<file path="src/rtl/hp_write_monitor_pkg.sv">
// rtl/hp_write_monitor_pkg.sv - shared constants for the HP0 write-path monitor
package hp_write_monitor_pkg;

  localparam logic [1:0] BRESP_OKAY   = 2'b00;
  localparam logic [1:0] BRESP_EXOKAY = 2'b01;
  localparam logic [1:0] BRESP_SLVERR = 2'b10;
  localparam logic [1:0] BRESP_DECERR = 2'b11;

  localparam int DEFAULT_MAX_OUTSTANDING = 8;

endpackage

</file>
<file path="src/rtl/hp_write_monitor_len_fifo.sv">
// rtl/hp_write_monitor_len_fifo.sv - hp_len_fifo: synchronous awlen FIFO, pointers wrap modulo DEPTH
module hp_len_fifo #(
  parameter int DEPTH = 8,
  parameter int WIDTH = 4
) (
  input  logic             clk,
  input  logic             rst,
  input  logic             push,
  input  logic [WIDTH-1:0] din,
  input  logic             pop,
  output logic [WIDTH-1:0] head,
  output logic             empty,
  output logic             full
);

  localparam int PTR_W = (DEPTH > 1) ? $clog2(DEPTH) : 1;
  localparam int CNT_W = $clog2(DEPTH + 1);
  localparam logic [PTR_W-1:0] LAST_PTR = PTR_W'(DEPTH - 1);

  logic [WIDTH-1:0] mem [DEPTH];
  logic [PTR_W-1:0] wr_ptr;
  logic [PTR_W-1:0] rd_ptr;
  logic [CNT_W-1:0] count;
  logic             do_push;
  logic             do_pop;

  function automatic logic [PTR_W-1:0] ptr_inc(input logic [PTR_W-1:0] p);
    return (p == LAST_PTR) ? '0 : p + 1'b1;
  endfunction

  assign empty   = (count == '0);
  assign full    = (count == CNT_W'(DEPTH));
  assign do_push = push & ~full;
  assign do_pop  = pop & ~empty;
  assign head    = mem[rd_ptr];

  // Storage array; contents are only meaningful while count covers them.
  always_ff @(posedge clk) begin
    if (do_push) begin
      mem[wr_ptr] <= din;
    end
  end

  // Pointer and occupancy tracking; push and pop in one cycle keep count.
  always_ff @(posedge clk) begin
    if (rst) begin
      wr_ptr <= '0;
      rd_ptr <= '0;
      count  <= '0;
    end else begin
      if (do_push) begin
        wr_ptr <= ptr_inc(wr_ptr);
      end
      if (do_pop) begin
        rd_ptr <= ptr_inc(rd_ptr);
      end
      if (do_push && !do_pop) begin
        count <= count + 1'b1;
      end else if (do_pop && !do_push) begin
        count <= count - 1'b1;
      end
    end
  end

endmodule

</file>
<file path="src/rtl/hp_write_monitor.sv">
// rtl/hp_write_monitor.sv - AW gate plus W/B checker for the ADC DMA to HP0 path (option: HP_WRITE_MONITOR_STATS_EN)
module hp_write_monitor
  import hp_write_monitor_pkg::*;
#(
  parameter int  MAX_OUTSTANDING = DEFAULT_MAX_OUTSTANDING,
  parameter int  LEN_W           = 4,
  localparam int CNT_W           = $clog2(MAX_OUTSTANDING + 1)
) (
  input  logic             axi_aclk,
  input  logic             axi_areset,
  input  logic             s_awvalid,
  output logic             s_awready,
  input  logic [LEN_W-1:0] s_awlen,
  output logic             m_awvalid,
  input  logic             m_awready,
  input  logic             mon_wvalid,
  input  logic             mon_wready,
  input  logic             mon_wlast,
  input  logic             mon_bvalid,
  input  logic             mon_bready,
  input  logic [1:0]       mon_bresp,
  input  logic             clear,
  output logic [CNT_W-1:0] outstanding,
  output logic             err_wlast,
  output logic             err_bresp,
  output logic             err_orphan_b,
  output logic             irq
`ifdef HP_WRITE_MONITOR_STATS_EN
  ,
  output logic [31:0]      beat_count,
  output logic [31:0]      burst_count
`endif
);

  logic             fifo_empty;
  logic             fifo_full;
  logic [LEN_W-1:0] fifo_head;
  logic             fifo_push;
  logic             fifo_pop;

  logic             allow;
  logic             aw_hs;
  logic             w_hs;
  logic             b_hs;

  logic [LEN_W-1:0] beat;
  logic [LEN_W-1:0] head_len;
  logic             has_head;
  logic             bypass;
  logic             beat_match;
  logic             burst_end;

  logic             set_wlast;
  logic             set_bresp;
  logic             set_orphan;
  logic             err_wlast_nxt;
  logic             err_bresp_nxt;
  logic             err_orphan_nxt;

  // Gate uses registered state only, so AW ready/valid never loop through each other.
  assign allow     = (outstanding < CNT_W'(MAX_OUTSTANDING)) && !fifo_full;
  assign m_awvalid = s_awvalid & allow;
  assign s_awready = m_awready & allow;

  assign aw_hs = m_awvalid & m_awready;
  assign w_hs  = mon_wvalid & mon_wready;
  assign b_hs  = mon_bvalid & mon_bready;

  // An AW accepted into an empty FIFO can be consumed by a W beat in the same cycle.
  assign bypass     = fifo_empty & aw_hs;
  assign has_head   = !fifo_empty || aw_hs;
  assign head_len   = fifo_empty ? s_awlen : fifo_head;
  assign beat_match = (beat == head_len);
  assign burst_end  = w_hs & has_head & (mon_wlast | beat_match);

  // A bypassed burst that finishes immediately never enters the FIFO.
  assign fifo_push = aw_hs & ~(bypass & burst_end);
  assign fifo_pop  = burst_end & ~fifo_empty;

  assign set_wlast  = w_hs & (~has_head | (burst_end & ~(mon_wlast & beat_match)));
  assign set_bresp  = b_hs & (mon_bresp != BRESP_OKAY);
  assign set_orphan = b_hs & ~aw_hs & (outstanding == '0);

  // A new error in the clear cycle survives the clear.
  assign err_wlast_nxt  = (err_wlast & ~clear) | set_wlast;
  assign err_bresp_nxt  = (err_bresp & ~clear) | set_bresp;
  assign err_orphan_nxt = (err_orphan_b & ~clear) | set_orphan;

  hp_len_fifo #(
    .DEPTH (MAX_OUTSTANDING),
    .WIDTH (LEN_W)
  ) u_len_fifo (
    .clk   (axi_aclk),
    .rst   (axi_areset),
    .push  (fifo_push),
    .din   (s_awlen),
    .pop   (fifo_pop),
    .head  (fifo_head),
    .empty (fifo_empty),
    .full  (fifo_full)
  );

  // Bursts in flight: AW adds, B removes, an orphan B cannot underflow.
  always_ff @(posedge axi_aclk) begin
    if (axi_areset) begin
      outstanding <= '0;
    end else if (aw_hs && !b_hs) begin
      outstanding <= outstanding + 1'b1;
    end else if (b_hs && !aw_hs && (outstanding != '0)) begin
      outstanding <= outstanding - 1'b1;
    end
  end

  // Beat position within the current burst; untouched by beats with no burst queued.
  always_ff @(posedge axi_aclk) begin
    if (axi_areset) begin
      beat <= '0;
    end else if (w_hs && has_head) begin
      beat <= burst_end ? '0 : beat + 1'b1;
    end
  end

  // Sticky error flags plus a one-cycle irq on any 0->1 flag transition.
  always_ff @(posedge axi_aclk) begin
    if (axi_areset) begin
      err_wlast    <= 1'b0;
      err_bresp    <= 1'b0;
      err_orphan_b <= 1'b0;
      irq          <= 1'b0;
    end else begin
      err_wlast    <= err_wlast_nxt;
      err_bresp    <= err_bresp_nxt;
      err_orphan_b <= err_orphan_nxt;
      irq          <= (err_wlast_nxt & ~err_wlast) |
                      (err_bresp_nxt & ~err_bresp) |
                      (err_orphan_nxt & ~err_orphan_b);
    end
  end

`ifdef HP_WRITE_MONITOR_STATS_EN
  // Free-running traffic counters, wrapping at 2^32.
  always_ff @(posedge axi_aclk) begin
    if (axi_areset || clear) begin
      beat_count  <= '0;
      burst_count <= '0;
    end else begin
      if (w_hs) begin
        beat_count <= beat_count + 32'd1;
      end
      if (aw_hs) begin
        burst_count <= burst_count + 32'd1;
      end
    end
  end
`endif

endmodule

</file>
<file path="config.mk">
export PLATFORM = sky130hd
export DESIGN_NAME = hp_write_monitor
export DESIGN_NICKNAME = d
export VERILOG_FILES = /design/src/rtl/hp_write_monitor_pkg.sv /design/src/rtl/hp_write_monitor_len_fifo.sv /design/src/rtl/hp_write_monitor.sv
export SDC_FILE = /design/constraint.sdc
export NUM_CORES = 1
export LEC_CHECK = 0
export ABC_AREA = 1
export CAP_MARGIN = 5
export CORE_UTILIZATION = 50
export CTS_BUF_LIST = sky130_fd_sc_hd__clkbuf_4
export CTS_CLUSTER_SIZE = 40
export DETAILED_ROUTE_END_ITERATION = 10
export PLACE_DENSITY = 0.71
export SETUP_SLACK_MARGIN = 0.1
export SYNTH_ARGS = -nofsm -noshare
export SYNTH_HDL_FRONTEND = slang
export SYNTH_HIERARCHICAL = 1
export SYNTH_SLANG_ARGS = --single-unit
</file>
<file path="constraint.sdc">
create_clock -name axi_aclk -period 4.1 [get_ports axi_aclk]
set_clock_uncertainty 0.05 [all_clocks]
set_input_delay 0.41 -clock axi_aclk [delete_from_list [all_inputs] [get_ports axi_aclk]]
set_output_delay 0.41 -clock axi_aclk [all_outputs]
set_load 0.1 [all_outputs]
</file>
==> impl_metrics.tcl, run 1 <==
set metrics [dict create \
    syn_inst 332 \
    yosysWarnings 6 \
    core-area_um2 5510 \
    synthTopCellsByArea "edfxtp_1 (34%), dfxtp_1 (18%), nand2_1 (9.2%)" \
    worst-slew-pin-transition_ns 0.988 \
    yosysSeqAreaShare_pct 51.2 \
    maxSlewHeadroom_pct 33.9 \
    max_cap_viol_count 0 \
    final_cell_mix "nand2_1 (70), nor2_1 (58), inv_1 (38)" \
    die_area_um2 6020 \
    synth.avg_cell_area_um2 8.60 \
    dr.pass1.iters 4 \
    grtUsageTotal_pct 20.8 \
    antenna_found_initial 0 \
    rsz0062_at_grt "false" \
    area_delta_synth_final_pct 16.0 \
    period_minus_slack_ns 3.42 \
    multi_input_area_um2 1180 \
    wirelength_mm 5.56 \
    cts.sinks 57 \
    dpl_worst_slack_ns 0.587 \
    maxSlewViolCount 0 \
    instances_no_fill 441 \
    htreeDepth 3 \
    die_height_um 77.6 \
    cts_buffer_depth 2 \
    num_antenna_cells 0 \
    nFillCells 478 \
    setup_slack_ns 0.677 \
    dr.max_layer_used "met4" \
    grt_max_degree 18 \
    r2r_cells 27 \
    clock_latency_ns 0.40 \
    drt_iter0_drc 143 \
    mostFrequentLayoutCell "nand2_1" \
    synth_top_area_share_pct 33.6 \
    avgViaCountPerCell 4.95 \
    period_share_pct 83.5 \
    finalHoldViolCount 0 \
    power_mw 1.76 \
    leakage_nw 1.40 \
    crit_path_end_kind "flop" \
    synth-seq-cells 57 \
    dp_hpwl_mm 4.12 \
    io_pins 26 \
    dp.cells 426 \
    regArea_um2 1460 \
    fin_setup_tns_ns 0 \
    path_max_fanout 9 \
    critPathKind "flop to flop" \
    cp.required_ns 4.36 \
    status "complete, no violations" \
    port_buffers 25 \
    grt_pass1_wl_mm 9.32 \
    ir_worst_vdd_v 0.000352 \
    fp-row-count 27 \
    antenna_left 0 \
    hold_path_class "flop to flop" \
    hold_buffers 0 \
    syn_nets 360 \
    clk_pin_slew_worst_paths_ns 0.10 \
    fmax_mhz 292 \
    grt_pass1_vias 2106 \
    finalSetupViolCount 0 \
    post-route-drc-count 0 \
    netlist_area_um2 2860 \
    gr-total-overflow 0 \
    wirelength_met1_mm 2.48 \
    vias 2183 \
    numCtsBuffers 9 \
    power_density_nw_per_um2 531 \
    wl_per_cell_um 12.6 \
    start_util_pct 51.9 \
    min-delay-start "err_bresp" \
    wl_met3_um 243 \
    fin_nets 393 \
    layout-drive-gt1-share_pct 10.8 \
    cp-start-kind "flop" \
    clockRootBuffer "clkbuf_4" \
    min_path_cells 2 \
    dr_wl_met2_mm 2.71 \
    routabilityCongestion 0.854 \
    synthDistinctLibCells 31 \
    die_x_um 77.6 \
    cp.arrival_ns 3.69 \
    yosysTopAreaCell "edfxtp_1" \
    cts_tree "yes" \
]
flip-flops by register name, indices dropped and copies added (netlist names), named ones only:
register / count
u_len_fifo/rd_ptr: 3
u_len_fifo/count: 4
err_bresp: 1
irq: 1
err_wlast: 1
u_len_fifo/wr_ptr: 3
beat: 4
u_len_fifo/mem: 32
outstanding: 4
err_orphan_b: 1
power by group:
| part | total, mW | internal (mW) | switching [mW] |
|---|---|---|---|
| Combinational | 0.611 | 0.195 | 0.416 |
| Clock | 0.450 | 0.241 | 0.210 |
| Sequential | 0.697 | 0.650 | 0.0472 |
synthesized netlist by cell type:
cell	number
nand3_1	17
o21ai_1	10
nand2_1	70
o22a_1	1
a21oi_2	1
ha_1	10
or2_2	1
buf_2	1
nand4_1	1
o21bai_1	1
nand2_4	2
nor3b_1	1
inv_1	38
or2_4	1
buf_6	4
a21oi_4	1
nand2_2	4
fa_1	2
nand3b_1	1
o21ai_0	17
a21o_1	1
xor2_1	5
nor2_1	58
edfxtp_1	32
inv_4	1
nand3_2	1
inv_2	3
nor3b_4	1
dfxtp_1	25
nor2_2	7
a21oi_1	14
worst paths after layout:
check                         to  slack, ns
max          u_len_fifo/count[3]       0.68
min                    err_bresp       0.45
max reg2reg  u_len_fifo/count[3]       0.68
min reg2reg            err_bresp       0.45
stage by stage:
step	instance area (um^2)	hold slack [ns]	utilization [%]
2_1_floorplan	2860	0.422	-
3_3_place_gp	3160	0.423	57.4
3_5_place_dp	3160	0.432	57.4
4_1_cts	3310	0.448	60.2
5_1_grt	3310	0.487	60.2
6_report	3310	0.449	60.2
kinds of logic (layout without fill, tap and decap cells):
group                      count (synthesis)  count (layout)  share of synthesized area, %
and+or+nand+nor                          165             165                          25.3
adders and majority gates                 12              12                          5.78
DFF                                       57              57                          51.2
AOI/OAI and AO/OA                         46              46                          8.89
xor gates and xnor gates                   5               5                          1.53
buffers and inverters                     47              84                          7.36
layout make-up:
type                            count  share of cell area [%]
Inverter                           42                    4.83
Tap cell                           72                    2.72
Clock buffer                        9                    2.04
Clock inverter                      6                    2.53
Multi-Input combinational cell    228                    35.7
Timing Repair Buffer               27                    8.00
Sequential cell                    57                    44.1
critical path: stages (launching register included):
cell and delay (ns):
dfxtp_1 0.52, inv_2 0.14, nor2_1 0.17, o21ai_0 0.12
nand2_1 0.08, nand2_1 0.05, nand2_1 0.09, nand2_2 0.06
nand2_1 0.06, nand2_1 0.04, nand2_1 0.06, nand2_1 0.05
inv_1 0.06, nand2_1 0.05, nand2_1 0.07, nand2_1 0.12
o21bai_1 0.15, inv_1 0.09, nand2_4 0.09, inv_2 0.05
ha_1 0.21, inv_1 0.14, ha_1 0.27, or2_2 0.31
nand3_1 0.09, nand3_1 0.07, nand2_1 0.06, inv_1 0.03
layer usage:
metal | up-vias | global-route usage (%)
met4 | 0 | 9.62
li1 | 1139 | -
met5 | - | 0
met2 | 44 | 36.5
met1 | 990 | 23.9
met3 | 10 | 4.94
what timing repair did:
| item | CTS | global route |
|---|---|---|
| setup buffers | 0 | 0 |
| gates resized for setup | 0 | 1 |
| setup endpoints to repair | 0 | 1 |
Note: power is estimated with default switching activity, not from simulation.
==> run 2, diff against run 1 <==
Settings changed: PLACE_DENSITY 0.71 to 0.74.
Clock period 4.1 ns to 3 ns, I/O delays scaled along.
==> impl_metrics.tcl, run 2 (synthesized netlist as in run 1, its figures left out) <==
set metrics [dict create \
    status "complete, no violations" \
    rsz0062_at_grt "true" \
    antenna_found_initial 0 \
    clockRootBuffer "clkbuf_4" \
    clock_latency_ns 0.40 \
    crit_buf_inv 6 \
    cts.sinks 57 \
    instances_no_fill 456 \
    cp_top_family "simple AND/OR/NAND/NOR gates" \
    cp-start-kind "flop" \
    pwr-share-clk_pct 20.6 \
    seq_power_share_pct 38.3 \
    whs_ns 0.445 \
    regMostFlops "u_len_fifo/mem" \
    grt_pass1_vias 2196 \
    critPathMaxStageDelay_ns 0.39 \
    routabilityCongestion 0.801 \
    antenna_left 0 \
    final_cell_mix "nand2_1 (61), nor2_1 (50), inv_1 (34)" \
    critPathKind "flop to flop" \
    area_delta_synth_final_pct 24.9 \
    wirelength_mm 6.06 \
    nFillCells 442 \
    power_density_nw_per_um2 707 \
    fmax_mhz 339 \
    dr.pass1.iters 4 \
    port_buffers 25 \
    maxSlewViolCount 0 \
    finalSetupViolCount 0 \
    period_share_pct 98.3 \
    wl_per_cell_um 13.3 \
    grt_pass1_wl_mm 9.96 \
    io_pins 26 \
    fin_nets 407 \
    max_cap_viol_count 0 \
    p_sw_share_pct 42.5 \
    path_max_fanout 8 \
    fp-row-count 27 \
    die_x_um 77.6 \
    cp.arrival_ns 3.21 \
    die_height_um 77.6 \
    largest_register_ffs 32 \
    maxSlewHeadroom_pct 78.1 \
    grt_max_degree 17 \
    leakage_nw 1.50 \
    pwr-share-comb_pct 41.1 \
    switchingPower_mw 1.07 \
    layout-drive-gt1-share_pct 25.0 \
    final_util_pct 64.8 \
    clk_pin_slew_worst_paths_ns 0.11 \
    crit_path_end_kind "flop" \
    mostFrequentLayoutCell "nand2_1" \
    worst-slew-pin-transition_ns 0.328 \
    critPathSlowestCell "dfxtp_4" \
    cp.required_ns 3.25 \
    power_mw 2.52 \
    htreeDepth 3 \
    gr-total-overflow 0 \
    dp_hpwl_mm 4.21 \
    cts_tree "yes" \
    setup_slack_ns 0.0495 \
    num_antenna_cells 0 \
    post-route-drc-count 0 \
    critical_path.most_common_cell "nand2_2" \
    ir_worst_vdd_v 0.000534 \
    vias 2288 \
    dpl_worst_slack_ns 0.0166 \
    avgViaCountPerCell 5.02 \
    dp.cells 433 \
    start_util_pct 51.9 \
    grtUsageTotal_pct 21.7 \
    cts_buffer_depth 2 \
    period_minus_slack_ns 2.95 \
    numCtsBuffers 9 \
    hold_path_class "flop to flop" \
    drt_iter0_drc 171 \
    internal_power_mw 1.45 \
    core-area_um2 5510 \
    finalHoldViolCount 0 \
    die_area_um2 6020 \
]
## run 2: path summary, 6_finish.rpt
path | from | cells after the start | to | slack (ns)
worst max-delay path | flop | 28 | u_len_fifo/count[3] | 0.05
worst max register to register | flop | 28 | u_len_fifo/count[3] | 0.05
worst min-delay path | err_orphan_b | 2 | err_orphan_b | 0.45
worst min register to register | err_orphan_b | 2 | err_orphan_b | 0.45
## run 2: through the flow
step	TNS (ns)	area (um^2)
global placement	0	3260
finish	0	3570
CTS	0	3490
floorplan	-0.825	2920
detailed placement	0	3260
global route	-0.343	3570
## run 2: repair_timing
action / in CTS / in global routing
hold buffers: 0 / 0
gates resized for setup: 15 / 21
setup endpoints to repair: 3 / 27
buffers inserted: 5 / 1
cloned: 1 / 0
pin swaps: 18 / 15
## run 2: worst register-to-register path, delay by kind of cell (launching register included)
kind                       cells  cell delay [ns]
adders and majority gates      2             0.39
and+or+nand+nor               18             1.37
buffers and inverters          6             0.44
AOI/OAI and AO/OA              2             0.21
DFF                            1             0.39
## run 2: power groups by stage
stage / logic (mW) / registers [mW] / clock network [mW]
6_report: 1.04 / 0.965 / 0.520
5_1_grt: 1.14 / 0.975 / 0.569
4_1_cts: 0.976 / 0.963 / 0.532
3_5_place_dp: 0.905 / 0.978 / 0
3_3_place_gp: 0.880 / 0.976 / 0
2_1_floorplan: 0.606 / 1.09 / 0
## run 2: per-layer routing
layer  up-vias  track usage (%)  share of wire, %
li1       1177                -                 -
met1      1066             28.6                46
met5         -                0                 0
met2        39             34.2                49
met3         6             3.88               4.1
met4         0             10.8              0.99
## run 2: area by class of cell
type	count	area [um^2]	share of cell area, %
repair buffers	41	378	10.6
flip-flops and latches	57	1480	41.3
clock inverters	7	61.3	1.72
clock buffers	9	67.6	1.89
inverters	42	165	4.63
multi-input cells	228	1330	37.3
well taps	72	90.1	2.52
==> run 3, diff against run 2 <==
Settings changed: GPL_ROUTABILITY_DRIVEN set to 1.
==> results of run 3 <==
Final layout, timing and power as in run 2 (identical DEF).
